File: src/rtl/ticket_pkg.sv
// Shared definitions for the ticket vending controller: state codes, fares,
// coin values and the fare x quantity helper.
package ticket_pkg;

  typedef enum logic [2:0] {
    ST_IDLE     = 3'd0,
    ST_SELECT   = 3'd1,
    ST_PAY      = 3'd2,
    ST_DISPENSE = 3'd3,
    ST_CHANGE   = 3'd4
  } state_t;

  localparam logic [7:0] FARE_ZONE1 = 8'd10;
  localparam logic [7:0] FARE_ZONE2 = 8'd20;
  localparam logic [7:0] FARE_ZONE3 = 8'd30;
  localparam logic [7:0] FARE_ZONE4 = 8'd40;

  localparam logic [7:0] COIN_5  = 8'd5;
  localparam logic [7:0] COIN_10 = 8'd10;
  localparam logic [7:0] COIN_20 = 8'd20;
  localparam logic [7:0] COIN_50 = 8'd50;

  function automatic logic [7:0] coin_value(input logic [1:0] sel);
    logic [7:0] v;
    case (sel)
      2'b00:   v = COIN_5;
      2'b01:   v = COIN_10;
      2'b10:   v = COIN_20;
      default: v = COIN_50;
    endcase
    return v;
  endfunction

  function automatic logic [7:0] fare_of(input logic [2:0] zone);
    logic [7:0] f;
    case (zone)
      3'd1:    f = FARE_ZONE1;
      3'd2:    f = FARE_ZONE2;
      3'd3:    f = FARE_ZONE3;
      3'd4:    f = FARE_ZONE4;
      default: f = 8'd0;
    endcase
    return f;
  endfunction

  // Large selections (zone 4 with qty above 6) exceed 8 bits; clamp to 255
  // so the fare can still be met by a full credit register.
  function automatic logic [7:0] total_of(input logic [2:0] zone, input logic [2:0] qty);
    logic [10:0] prod;
    prod = {3'b000, fare_of(zone)} * {8'b0000_0000, qty};
    return (prod > 11'd255) ? 8'hFF : prod[7:0];
  endfunction

endpackage

File: src/rtl/ticket_coin_acc.sv
// Credit accumulator: decodes the coin, refuses coins that would overflow
// the 8-bit credit, and pulses coin_reject for every refused coin.
module ticket_coin_acc
  import ticket_pkg::*;
(
  input  logic       clk,
  input  logic       rst,
  input  logic       coin_valid,
  input  logic [1:0] coin_sel,
  input  logic       accept_en,
  input  logic       clear,
  output logic       accept,
  output logic [7:0] credit,
  output logic       coin_reject
);

  logic [7:0] value;
  logic [8:0] sum;
  logic [7:0] credit_reg;
  logic       coin_reject_reg;

  assign value  = coin_value(coin_sel);
  assign sum    = {1'b0, credit_reg} + {1'b0, value};
  assign accept = coin_valid && accept_en && !sum[8];

  always_ff @(posedge clk or posedge rst) begin
    if (rst) begin
      credit_reg      <= 8'd0;
      coin_reject_reg <= 1'b0;
    end else begin
      coin_reject_reg <= coin_valid && !accept;
      if (clear)
        credit_reg <= 8'd0;
      else if (accept)
        credit_reg <= sum[7:0];
    end
  end

  assign credit      = credit_reg;
  assign coin_reject = coin_reject_reg;

endmodule

File: src/rtl/ticket_ctrl.sv
// Ticket vending controller: zone/quantity selection, payment, ticket
// dispensing and change/refund, driven by scanned keys and coin strobes.
module ticket_ctrl
  import ticket_pkg::*;
#(
  parameter int MAX_QTY = 4
) (
  input  logic       clk,
  input  logic       rst,
  input  logic       key_rdy,
  input  logic [7:0] key_code,
  input  logic       coin_valid,
  input  logic [1:0] coin_sel,
  output logic [2:0] state,
  output logic [7:0] total,
  output logic [7:0] credit,
  output logic       coin_reject,
  output logic       key_err,
  output logic       ticket_out,
  output logic       change_valid,
  output logic [7:0] change_amt
);

  localparam logic [2:0] QTY_MAX = 3'(MAX_QTY);

  state_t     state_reg, state_next;
  logic [2:0] zone_reg, zone_next;
  logic [2:0] qty_reg, qty_next;
  logic [2:0] cnt_reg, cnt_next;
  logic       refund_reg, refund_next;
  logic [7:0] total_reg;
  logic       key_err_reg;

  logic       key_ok, zone_key, qty_key, cancel_key;
  logic [2:0] zone_sel;
  logic       coin_en, coin_accept, credit_clear;

  // A key is usable only when exactly one of the six defined bits is set.
  assign key_ok     = key_rdy && (key_code[7:6] == 2'b00) && $onehot(key_code[5:0]);
  assign zone_key   = key_ok && (key_code[3:0] != 4'b0000);
  assign qty_key    = key_ok && key_code[4];
  assign cancel_key = key_ok && key_code[5];

  always_comb begin
    zone_sel = 3'd4;
    if (key_code[0])      zone_sel = 3'd1;
    else if (key_code[1]) zone_sel = 3'd2;
    else if (key_code[2]) zone_sel = 3'd3;
  end

  ticket_coin_acc u_coin_acc (
    .clk        (clk),
    .rst        (rst),
    .coin_valid (coin_valid),
    .coin_sel   (coin_sel),
    .accept_en  (coin_en),
    .clear      (credit_clear),
    .accept     (coin_accept),
    .credit     (credit),
    .coin_reject(coin_reject)
  );

  always_comb begin
    state_next   = state_reg;
    zone_next    = zone_reg;
    qty_next     = qty_reg;
    cnt_next     = cnt_reg;
    refund_next  = refund_reg;
    coin_en      = 1'b0;
    credit_clear = 1'b0;
    case (state_reg)
      ST_IDLE: begin
        if (zone_key) begin
          zone_next  = zone_sel;
          qty_next   = 3'd1;
          state_next = ST_SELECT;
        end
      end
      ST_SELECT: begin
        if (cancel_key) begin
          zone_next  = 3'd0;
          qty_next   = 3'd0;
          state_next = ST_IDLE;
        end else begin
          coin_en = 1'b1;
          if (zone_key) zone_next = zone_sel;
          if (qty_key)  qty_next  = (qty_reg >= QTY_MAX) ? 3'd1 : qty_reg + 3'd1;
          if (coin_accept) state_next = ST_PAY;
        end
      end
      ST_PAY: begin
        // Cancel takes priority over a coin arriving in the same cycle.
        if (cancel_key) begin
          refund_next = 1'b1;
          state_next  = ST_CHANGE;
        end else begin
          coin_en = 1'b1;
          if (credit >= total_reg) begin
            cnt_next   = 3'd1;
            state_next = ST_DISPENSE;
          end
        end
      end
      ST_DISPENSE: begin
        if (cnt_reg >= qty_reg) begin
          refund_next = 1'b0;
          state_next  = ST_CHANGE;
        end else begin
          cnt_next = cnt_reg + 3'd1;
        end
      end
      ST_CHANGE: begin
        credit_clear = 1'b1;
        zone_next    = 3'd0;
        qty_next     = 3'd0;
        refund_next  = 1'b0;
        state_next   = ST_IDLE;
      end
      default: state_next = ST_IDLE;
    endcase
  end

  always_ff @(posedge clk or posedge rst) begin
    if (rst) begin
      state_reg   <= ST_IDLE;
      zone_reg    <= 3'd0;
      qty_reg     <= 3'd0;
      cnt_reg     <= 3'd0;
      refund_reg  <= 1'b0;
      total_reg   <= 8'd0;
      key_err_reg <= 1'b0;
    end else begin
      state_reg   <= state_next;
      zone_reg    <= zone_next;
      qty_reg     <= qty_next;
      cnt_reg     <= cnt_next;
      refund_reg  <= refund_next;
      total_reg   <= total_of(zone_next, qty_next);
      key_err_reg <= key_rdy && !key_ok;
    end
  end

  assign state        = state_reg;
  assign total        = total_reg;
  assign key_err      = key_err_reg;
  assign ticket_out   = (state_reg == ST_DISPENSE);
  assign change_valid = (state_reg == ST_CHANGE);
  assign change_amt   = !change_valid ? 8'd0 : (refund_reg ? credit : credit - total_reg);

endmodule

File: config.mk
export PLATFORM = sky130hd
export DESIGN_NAME = ticket_ctrl
export DESIGN_NICKNAME = d
export VERILOG_FILES = /design/src/rtl/ticket_pkg.sv /design/src/rtl/ticket_coin_acc.sv /design/src/rtl/ticket_ctrl.sv
export SDC_FILE = /design/constraint.sdc
export NUM_CORES = 1
export LEC_CHECK = 0
export CAP_MARGIN = 20
export CORE_AREA = 2 2 78 80
export CTS_BUF_LIST = sky130_fd_sc_hd__clkbuf_2 sky130_fd_sc_hd__clkbuf_4 sky130_fd_sc_hd__clkbuf_8
export CTS_CLUSTER_DIAMETER = 30
export DETAILED_ROUTE_END_ITERATION = 10
export DIE_AREA = 0 0 80 82
export PLACE_DENSITY = 0.77
export SETUP_SLACK_MARGIN = 0.02
export SLEW_MARGIN = 20
export SYNTH_ARGS = -nofsm -noshare
export SYNTH_HDL_FRONTEND = slang
export SYNTH_HIERARCHICAL = 1
export SYNTH_SLANG_ARGS = --single-unit
File: constraint.sdc
create_clock -name clk -period 3.5 [get_ports clk]
set_input_delay 0.7 -clock clk [delete_from_list [all_inputs] [get_ports clk]]
set_output_delay 0.7 -clock clk [all_outputs]
set_load 0.01 [all_outputs]
==> results.md, run 1 <==
- DR vias: between 3000 and 4000
- Syn Std Cell Area: approximately 2800 um^2
- Yosys reg bits: 31
- Final TNS setup: -35.16 ns
- Largest net degree at the start of global routing: 23
- Routed WL: between 10 and 15 mm
- Peak VDD IR: ~0.36 mV
- Placed cell area: roughly 3800 um^2
- Pwr dens: roughly 620 nW/um^2
- # nets final: 553
- Share of post-route cells with drive strength above 1: ~41%
- Worst hold path class: flip-flop to flip-flop
- # hold bufs at CTS: 0
- Failing checks: negative setup slack
- Crit path max-delay family: adder cells
- Area grow syn2layout: 71.0%
- Most used DFF post-synth: dfrtp_1
- Die Span X: ~80 um
- Initial detailed-routing violation count: roughly 470
- Register area share after synthesis: 27.6%
- Slowest-stage cell, CP: or4b_4
- Commonest non-fill, non-tap cell in the layout: buf_4
- Yosys cell types: 57
- TritonCTS clock tree: yes
- Antenna-violating nets left: 0
- Post-synthesis async set-or-reset flop share: 100%
- Dpl hpwl: ~6 mm
- CTS buffer count: 5
- Final hold vios: 0
- Wirelength per Cell: 21.3 um
- Endpoint type of the worst setup path: flip-flop
- Normalized max-slew margin: between 30% and 40%
- Die area: 6560 um^2
- Tot Pwr: 3000 uW
- CTS max path bufs: 2
- Total track usage: approximately a third
- Most frequent cells in the layout: buf_4, buf_6, clkdlybuf4s50_1
- Most frequent cell on the critical path: fa_1
- ANT cells: 0
- RSZ-0062 raised after global routing: yes
- CTS root buffer: clkbuf_8
- WP data required: between 3 and 4 ns
- Final WS setup: -2.33 ns
- Post-DR vias/cell: 6.11
- Max cap viols: 0
- Ports: between 40 and 50
- Vias in the first global route: 3536
- Worst-margin pin slew: between 0.9 and 1 ns
- Final Setup Violations: 31
- Total core area: 5750 um^2
- Pins Over Slew Limit: 0
- Initial antenna violation count: 0
- LEAKAGE: between 0.002 and 0.0025 uW
- Status: finished with violations
- Fmax: 171 MHz
- First-pass GRT wire length: 17.4 mm
- Clk Latency, worst-skew pair: 0.30 ns
- CP Class: primary input to flip-flop
- Clk_skew: 0.00995 ns
- CP startpoint kind: primary input
- Total grt overflow: 0
- Die extent in y: approximately 80 um
- CTS H-Tree Depth: 2
- EDFF count, synth: 0
- Final Cycle Share: 167%
- Post-Syn Instances: 334
- Min Hold Slack: about 0.54 ns
- Worst path max stage delay: ~0.6 ns
- TritonRoute pass-1 iters: 5
- Gpl congestion: between 0.8 and 0.9
- Final instance area: about 4800 um^2
- Site row count: 28
- Min Tclk post-route: just under 6 ns
- Worst-path fanout max: 4
- Initial Util: 48.9%
- Total clock sinks: 31
- DRC: 0
- Reg clk slew, reported paths: ~0.070 ns
- R2r setup slk: -0.57 ns
- Syn nets: slightly below 400
- Avg Inst Size Synth: 8.41 um^2
- Buffers on Ports: between 40 and 50
- Yosys warns: 6
- Crit path arrival time: 6.01 ns
- Crit-path cells: buf_8 -> inv_4 -> fa_1 -> fa_1 -> inv_1 -> ha_2 -> fa_1 -> or4b_4 -> buf_6 -> nor4b_4 -> a31o_4 -> nor3_4 -> a31oi_4 -> or2_1 -> fa_1 -> inv_1 -> ha_1 -> a21o_1 -> a21oi_2 -> o21bai_1 -> a21oi_2 -> buf_4 -> nand2b_1
- CP Buf/Inv Count: 6
## cells by family (layout without fill, tap and decap cells)
family | Yosys count | after routing | share of synthesized area [%]
AO/OA/AOI/OAI | 80 | 80 | 19.4
XOR/XNOR | 12 | 12 | 3.74
adder cells (fa/ha/maj) | 38 | 38 | 19.3
buffers and inverters | 51 | 219 | 6.90
flip-flops | 31 | 31 | 27.6
multiplexers | 4 | 4 | 1.43
AND/OR/NAND/NOR | 118 | 118 | 21.6
## repair_timing
| action | in CTS | in global routing |
|---|---|---|
| gates cloned | 0 | 0 |
| resized for setup | 85 | 34 |
| pin swaps | 37 | 31 |
| hold endpoints to repair | 0 | 0 |
| buffers inserted | 65 | 9 |
| setup endpoints to repair | 33 | 34 |
## through the flow
stage / util, % / cells / setup WS (ns)
floorplan: - / 334 / -2.01
global placement: 66.8 / 506 / -2.61
detailed placement: 66.8 / 506 / -2.76
CTS: 80.5 / 571 / -2.04
global route: 83.6 / 577 / -2.46
finish: 83.6 / 577 / -2.33
## cell type report
cell class                      instances  area, um^2
Multi-Input combinational cell        252        2140
Timing Repair Buffer                  167        1530
Fill cell                             305         943
Sequential cell                        31         776
Inverter                               44         175
Tap cell                               75        93.8
Clock buffer                            7        83.8
Clock inverter                          1        5.00
## path summary, 6_finish.rpt
check                            start                endpoint  depth (start not counted)
hold reg to reg             cnt_reg[0]              cnt_reg[0]                          1
max in group asynchronous          rst                total[3]                          2
min in group asynchronous          rst  u_coin_acc/coin_reject                          2
hold / removal              cnt_reg[0]              cnt_reg[0]                          1
setup reg to reg              state[2]                total[2]                         16
setup / recovery           key_code[1]                total[2]                         23
## worst register-to-register path: cells and delay by family, from the launching register on
kind / cells / cell delay [ns]
buffers and inverters: 3 / 0.42
and+or+nand+nor: 4 / 0.65
AOI/OAI and AO/OA: 7 / 1.45
adders and majority gates: 2 / 0.91
DFF: 1 / 0.53
## power breakdown
part | total [uW] | switching (uW) | internal, uW | leakage, uW
sequential | 604 | 149 | 456 | 0.000404
clock | 309 | 154 | 155 | 0.0000491
combinational | 2090 | 1110 | 976 | 0.00185
## cell usage after synthesis (3+ instances only)
cell type	number	area (um^2)
a211oi_1	4	30.0
a21o_1	7	52.6
a21oi_1	24	120
a22oi_1	3	22.5
a31o_2	3	26.3
clkbuf_1	3	11.3
dfrtp_1	31	776
fa_1	9	180
ha_1	29	363
inv_1	44	165
mux2i_1	4	40.0
nand2_1	28	105
nand2b_1	9	56.3
nand3_1	6	30.0
nand4_1	3	18.8
nor2_1	37	139
nor2b_1	3	18.8
nor3_1	9	45.0
o21ai_0	12	60.1
o21ai_1	3	15.0
o31ai_1	4	30.0
or2_2	4	25.0
or3_1	3	18.8
xnor2_1	6	52.6
xor2_1	6	52.6
## metal layers
layer,GRT usage (%),up-vias,wire [um]
met2,61.2,276,5950
met3,7.58,108,931
met4,21.9,0,1040
met5,0,-,0
met1,38.7,1652,4380
li1,-,1488,-
Note: power is estimated with default switching activity, not from simulation.
==> run 2: changes to the inputs <==
Settings changed: CAP_MARGIN 20 to 0, CORE_AREA 2 2 78 80 to 2 2 75 77, DIE_AREA 0 0 80 82 to 0 0 77 79, PLACE_DENSITY 0.77 to 0.8.
Clock period 3.5 ns to 6.8 ns, I/O delays scaled along.
==> run 2 against run 1 <==
Effect of this change: die area fell by 7.3%; flip-flop and latch count did not move; total power fell by 59%; non-clock buffer count fell by 101; global-route usage fell by 12 points; via count fell by 25%; the run now ends clean; largest power group unchanged; clock skew fell by 0.0039 ns; highest routed layer unchanged; critical endpoint is now total[1]; sequential share of layout area rose by 5.1 points; cell area fell by 24%; setup slack improved by 2.5 ns.
==> results.md, run 2 (synthesis gave the netlist of run 1 again) <==
- Status: finished, final reports clean
- Endpoint type of the worst setup path: flip-flop
- # hold bufs at CTS: 0
- Met2 WL: 3.17 mm
- LEAKAGE: between 0.0015 and 0.002 uW
- R2r setup slk: 2.73 ns
- TritonCTS clock tree: yes
- Die area: 6080 um^2
- Initial antenna violation count: 0
- Site row count: 27
- Initial Util: between 50% and 60%
- Vias in the first global route: roughly 2400
- DR vias: 2635
- Clk Latency, worst-skew pair: 0.29 ns
- Min Hold Slack: 0.521 ns
- Met1 WL: around 3.1 mm
- Min Tclk post-route: 6.60 ns
- Max cap viols: 0
- Reg clk slew, reported paths: roughly 0.06 ns
- Seq pwr share: roughly a quarter
- Post-DR vias/cell: 5.57
- CP startpoint kind: primary input
- Final hold vios: 0
- Total clock sinks: 31
- Buffers on Ports: 44
- Total grt overflow: 0
- Final Cycle Share: 97.1%
- TritonRoute pass-1 iters: 5
- Highest Signal Layer: met4
- Routed met3 length: approximately 370 um
- Sw Pwr: roughly 530 uW
- WP data required: ~7 ns
- CTS root buffer: clkbuf_8
- Total core area: 5340 um^2
- Placed cell area: 3450 um^2
- Worst-path fanout max: 8
- CTS H-Tree Depth: 2
- Int Pwr: around 700 uW
- # nets final: 452
- Die Span X: about 77 um
- DRC: 0
- Initial detailed-routing violation count: 197
- Crit path arrival time: between 6 and 7 ns
- Area grow syn2layout: 30.0%
- Final Setup Violations: 0
- Ports: 45
- Clock Power Share: 15.6%
- Antenna-violating nets left: 0
- Worst-margin pin slew: roughly 0.9 ns
- Most frequent cells in the layout: inv_1, clkdlybuf4s50_1, nor2_1
- CTS buffer count: 5
- Pwr dens: roughly 340 nW/um^2
- Share of post-route cells with drive strength above 1: between 10 and 15%
- CTS max path bufs: 2
- Sw Ratio: a little over two fifths
- Wirelength per Cell: 14.4 um
- Die extent in y: 79 um
- Largest net degree at the start of global routing: 23
- Fmax: approximately 150 MHz
- First-pass GRT wire length: 11.2 mm
- Routed WL: just under 7 mm
- Final instance area: 3650 um^2
- Dpl hpwl: roughly 5.3 mm
- Clk_skew: 0.00608 ns
- Total track usage: between 20% and 30%
- CP Class: primary input to flip-flop
- Commonest non-fill, non-tap cell in the layout: inv_1
- Pins Over Slew Limit: 0
- Peak VDD IR: roughly 0.14 mV
- Gpl congestion: around 0.9
- Tot Pwr: between 1000 and 1500 uW
- Worst hold path class: flip-flop to flip-flop
- ANT cells: 0
- Normalized max-slew margin: about two fifths
- Logic gate share of total power: between 50% and 60%
run 2: power by group through the flow:
stage	Clock [uW]	Combinational, uW	Sequential, uW
after CTS	192	697	314
after global routing	202	794	328
after floorplan	0	480	302
final	191	714	318
after detailed placement	0	691	317
after global placement	0	670	317
run 2: area by class of cell:
type	count	area, um^2
well taps	72	90.1
repair buffers	66	608
multi-input cells	252	1900
flip-flops and latches	31	776
clock buffers	6	82.6
fillers	420	1690
clock inverters	2	35.0
inverters	44	165
run 2: layer usage:
layer / vias to the layer above / GRT usage, %
met1: 1241 / 30.7
li1: 1286 / -
met3: 17 / 3.98
met4: 0 / 8.21
met2: 91 / 37.7
met5: - / 0
run 2: repair_timing:
action / 4_1_cts / 5_1_grt
resized for setup: 0 / 13
setup endpoints to repair: 0 / 8
setup buffers: 0 / 3
run 2: critical path, cell delays in order:
cell             delay [ns]
clkdlybuf4s50_1        0.48
inv_1                  0.07
fa_1                   0.47
fa_1                   0.49
inv_1                  0.04
ha_1                   0.19
fa_1                   0.49
or4b_4                 0.58
nor3_4                 0.27
nand4_1                0.21
o31ai_4                0.12
o21ai_2                0.08
or2_4                  0.25
fa_1                   0.56
inv_1                  0.05
ha_1                   0.28
a21o_1                 0.18
a21oi_2                0.14
o21bai_1               0.08
a21oi_1                0.14
buf_4                  0.17
o21ai_1                0.07
run 2: per-stage QoR:
step | setup TNS, ns | std cells | utilization [%] | worst slack, ns
after floorplan | 0 | 334 | - | 0.318
after global placement | -0.494 | 462 | 64.7 | -0.0762
after detailed placement | -2.04 | 462 | 64.7 | -0.269
after CTS | 0 | 470 | 66.9 | 0.0408
after global routing | -0.0144 | 473 | 68.4 | -0.0144
final | 0 | 473 | 68.4 | 0.196
run 2: worst paths after layout:
path / start / to / cells after the start
setup / recovery: key_code[1] / total[1] / 22
hold / removal: cnt_reg[0] / cnt_reg[0] / 1
setup reg to reg: state[0] / total[1] / 16
hold reg to reg: cnt_reg[0] / cnt_reg[0] / 1
max in group asynchronous: rst / cnt_reg[1] / 2
min in group asynchronous: rst / u_coin_acc/credit[5] / 2
==> run 3: changes to the inputs <==
Clock period 6.8 ns to 8 ns, I/O delays scaled along.
==> run 3 against run 2 <==
Effect of this change: clock skew up 0.0039 ns; cell area down 6.1%; non-clock buffer count down 22; sequential power down 15%; critical path type unchanged; largest power group unchanged.
==> results.md, run 3 (synthesis gave the netlist of run 1 again) <==
- RSZ-0062 raised after global routing: no
- CTS root buffer: clkbuf_8
- TritonRoute pass-1 iters: 5
- ANT cells: 0
- Peak VDD IR: between 0.1 and 0.15 mV
- Clk Latency, worst-skew pair: about 0.29 ns
- Die Span X: 77 um
- # hold bufs at CTS: 0
- Initial detailed-routing violation count: between 150 and 200
- Pins Over Slew Limit: 0
- Min Tclk post-route: roughly 7.5 ns
- Routed WL: between 6 and 7 mm
- Total track usage: between 20 and 25%
- Largest net degree at the start of global routing: 23
- Utilization after layout: between 60% and 70%
- DRC: 0
- Pwr dens: just under 300 nW/um^2
- Max cap viols: 0
- Dpl hpwl: between 5 and 6 mm
- Fmax: 133 MHz
- Total core area: 5340 um^2
- Die area: about 6000 um^2
- Most frequent cells in the layout: inv_1, clkdlybuf4s50_1, nor2_1
- # Post-CTS Setup Buffers: 0
- Initial antenna violation count: 0
- Wirelength per Cell: approximately 15 um
- # nets final: 430
- CP startpoint kind: primary input
- Share of post-route cells with drive strength above 1: ~7.4%
- Worst hold path class: flip-flop to flip-flop
- Area grow syn2layout: 22.0%
- Vias in the first global route: about 2400
- Total grt overflow: 0
- Final TNS setup: 0 ns
- Crit path arrival time: about 7.7 ns
- Final instance area: about 3400 um^2
- Site row count: 27
- TritonCTS clock tree: yes
- Final hold vios: 0
- Tot Pwr: slightly above 1000 uW
- Antenna-violating nets left: 0
- Final Cycle Share: about 94%
- Buffers on Ports: 44
- WP data required: ~8.1 ns
- Endpoint type of the worst setup path: flip-flop
- Final Setup Violations: 0
- Clk_skew: around 0.010 ns
- Status: finished, final reports clean
- CTS max path bufs: 2
- CP Class: primary input to flip-flop
- CTS H-Tree Depth: 2
- DR vias: roughly 2500
- Placed cell area: ~3300 um^2
- Total clock sinks: 31
- Gpl congestion: just under 0.9
- Die extent in y: 79 um
- Worst-margin pin slew: ~0.87 ns
- Normalized max-slew margin: slightly above 40%
- LEAKAGE: between 0.0015 and 0.002 uW
- Post-CTS sizing: 0
- Post-DR vias/cell: approximately 5.6
- CTS buffer count: 5
- Ports: between 40 and 50
- Worst-path fanout max: 8
- First-pass GRT wire length: between 10 and 15 mm
- Reg clk slew, reported paths: about 0.07 ns
- Initial Util: a little over half
-- run 3: changes by cell type in the layout (fill, tap and decap cells not counted), sizes merged --
cell / previous run / this run
clkdlybuf4s50: 43 / 44
buf: 22 / 0
dlymetal6s2s: 1 / 0
-- run 3: worst paths after layout --
kind	from	to	slack [ns]	cells past startpoint
max	key_code[0]	total[1]	0.47	21
min in group asynchronous	rst	u_coin_acc/credit[5]	1.63	2
min reg2reg	cnt_reg[0]	cnt_reg[0]	0.53	1
min	cnt_reg[0]	cnt_reg[0]	0.53	1
max in group asynchronous	rst	refund_reg	5.63	2
max reg2reg	state[0]	total[1]	3.53	15
-- run 3: routing by layer --
metal  part of all wire (%)  routed length [um]  global-route usage, %
met1                     46                3060                   30.8
met2                     48                3200                   38.3
met3                    4.7                 315                   3.75
met4                    1.7                 112                   6.61
met5                      0                   0                      0
-- run 3: where the power goes --
part | internal, uW | leakage [uW] | switching, uW
combinational | 271 | 0.00113 | 303
clock | 101 | 0.0000612 | 62.3
sequential | 199 | 0.000404 | 69.6
-- run 3: worst max-delay path, cell delays in order --
cell and delay [ns]:
clkdlybuf4s50_1 0.50, inv_1 0.09, fa_1 0.50, fa_1 0.50, inv_1 0.04, ha_1 0.18
fa_1 0.46, or4b_4 0.54, nor2_2 0.17, nand2_1 0.08, nor3_1 0.33, a22oi_1 0.25
or2_2 0.36, fa_1 0.59, inv_1 0.06, ha_1 0.28, a21o_1 0.17, a21oi_1 0.23
o21bai_1 0.09, a21oi_1 0.49, o21ai_1 0.16
-- run 3: area by class of cell --
class | instances | area (um^2)
sequential | 31 | 776
clock inverter | 2 | 35.0
clock buffer | 6 | 82.6
inverter | 44 | 165
timing repair buffer | 44 | 440
tap | 72 | 90.1
multi-input combinational | 252 | 1840
fill | 490 | 1910
-- run 3: per-stage QoR --
stage,hold slack (ns),instances,setup WS (ns)
floorplan,0.474,334,1.28
global placement,0.504,443,0.488
detailed placement,0.518,443,0.254
CTS,0.527,451,0.406
global route,0.568,451,0.0733
finish,0.528,451,0.470
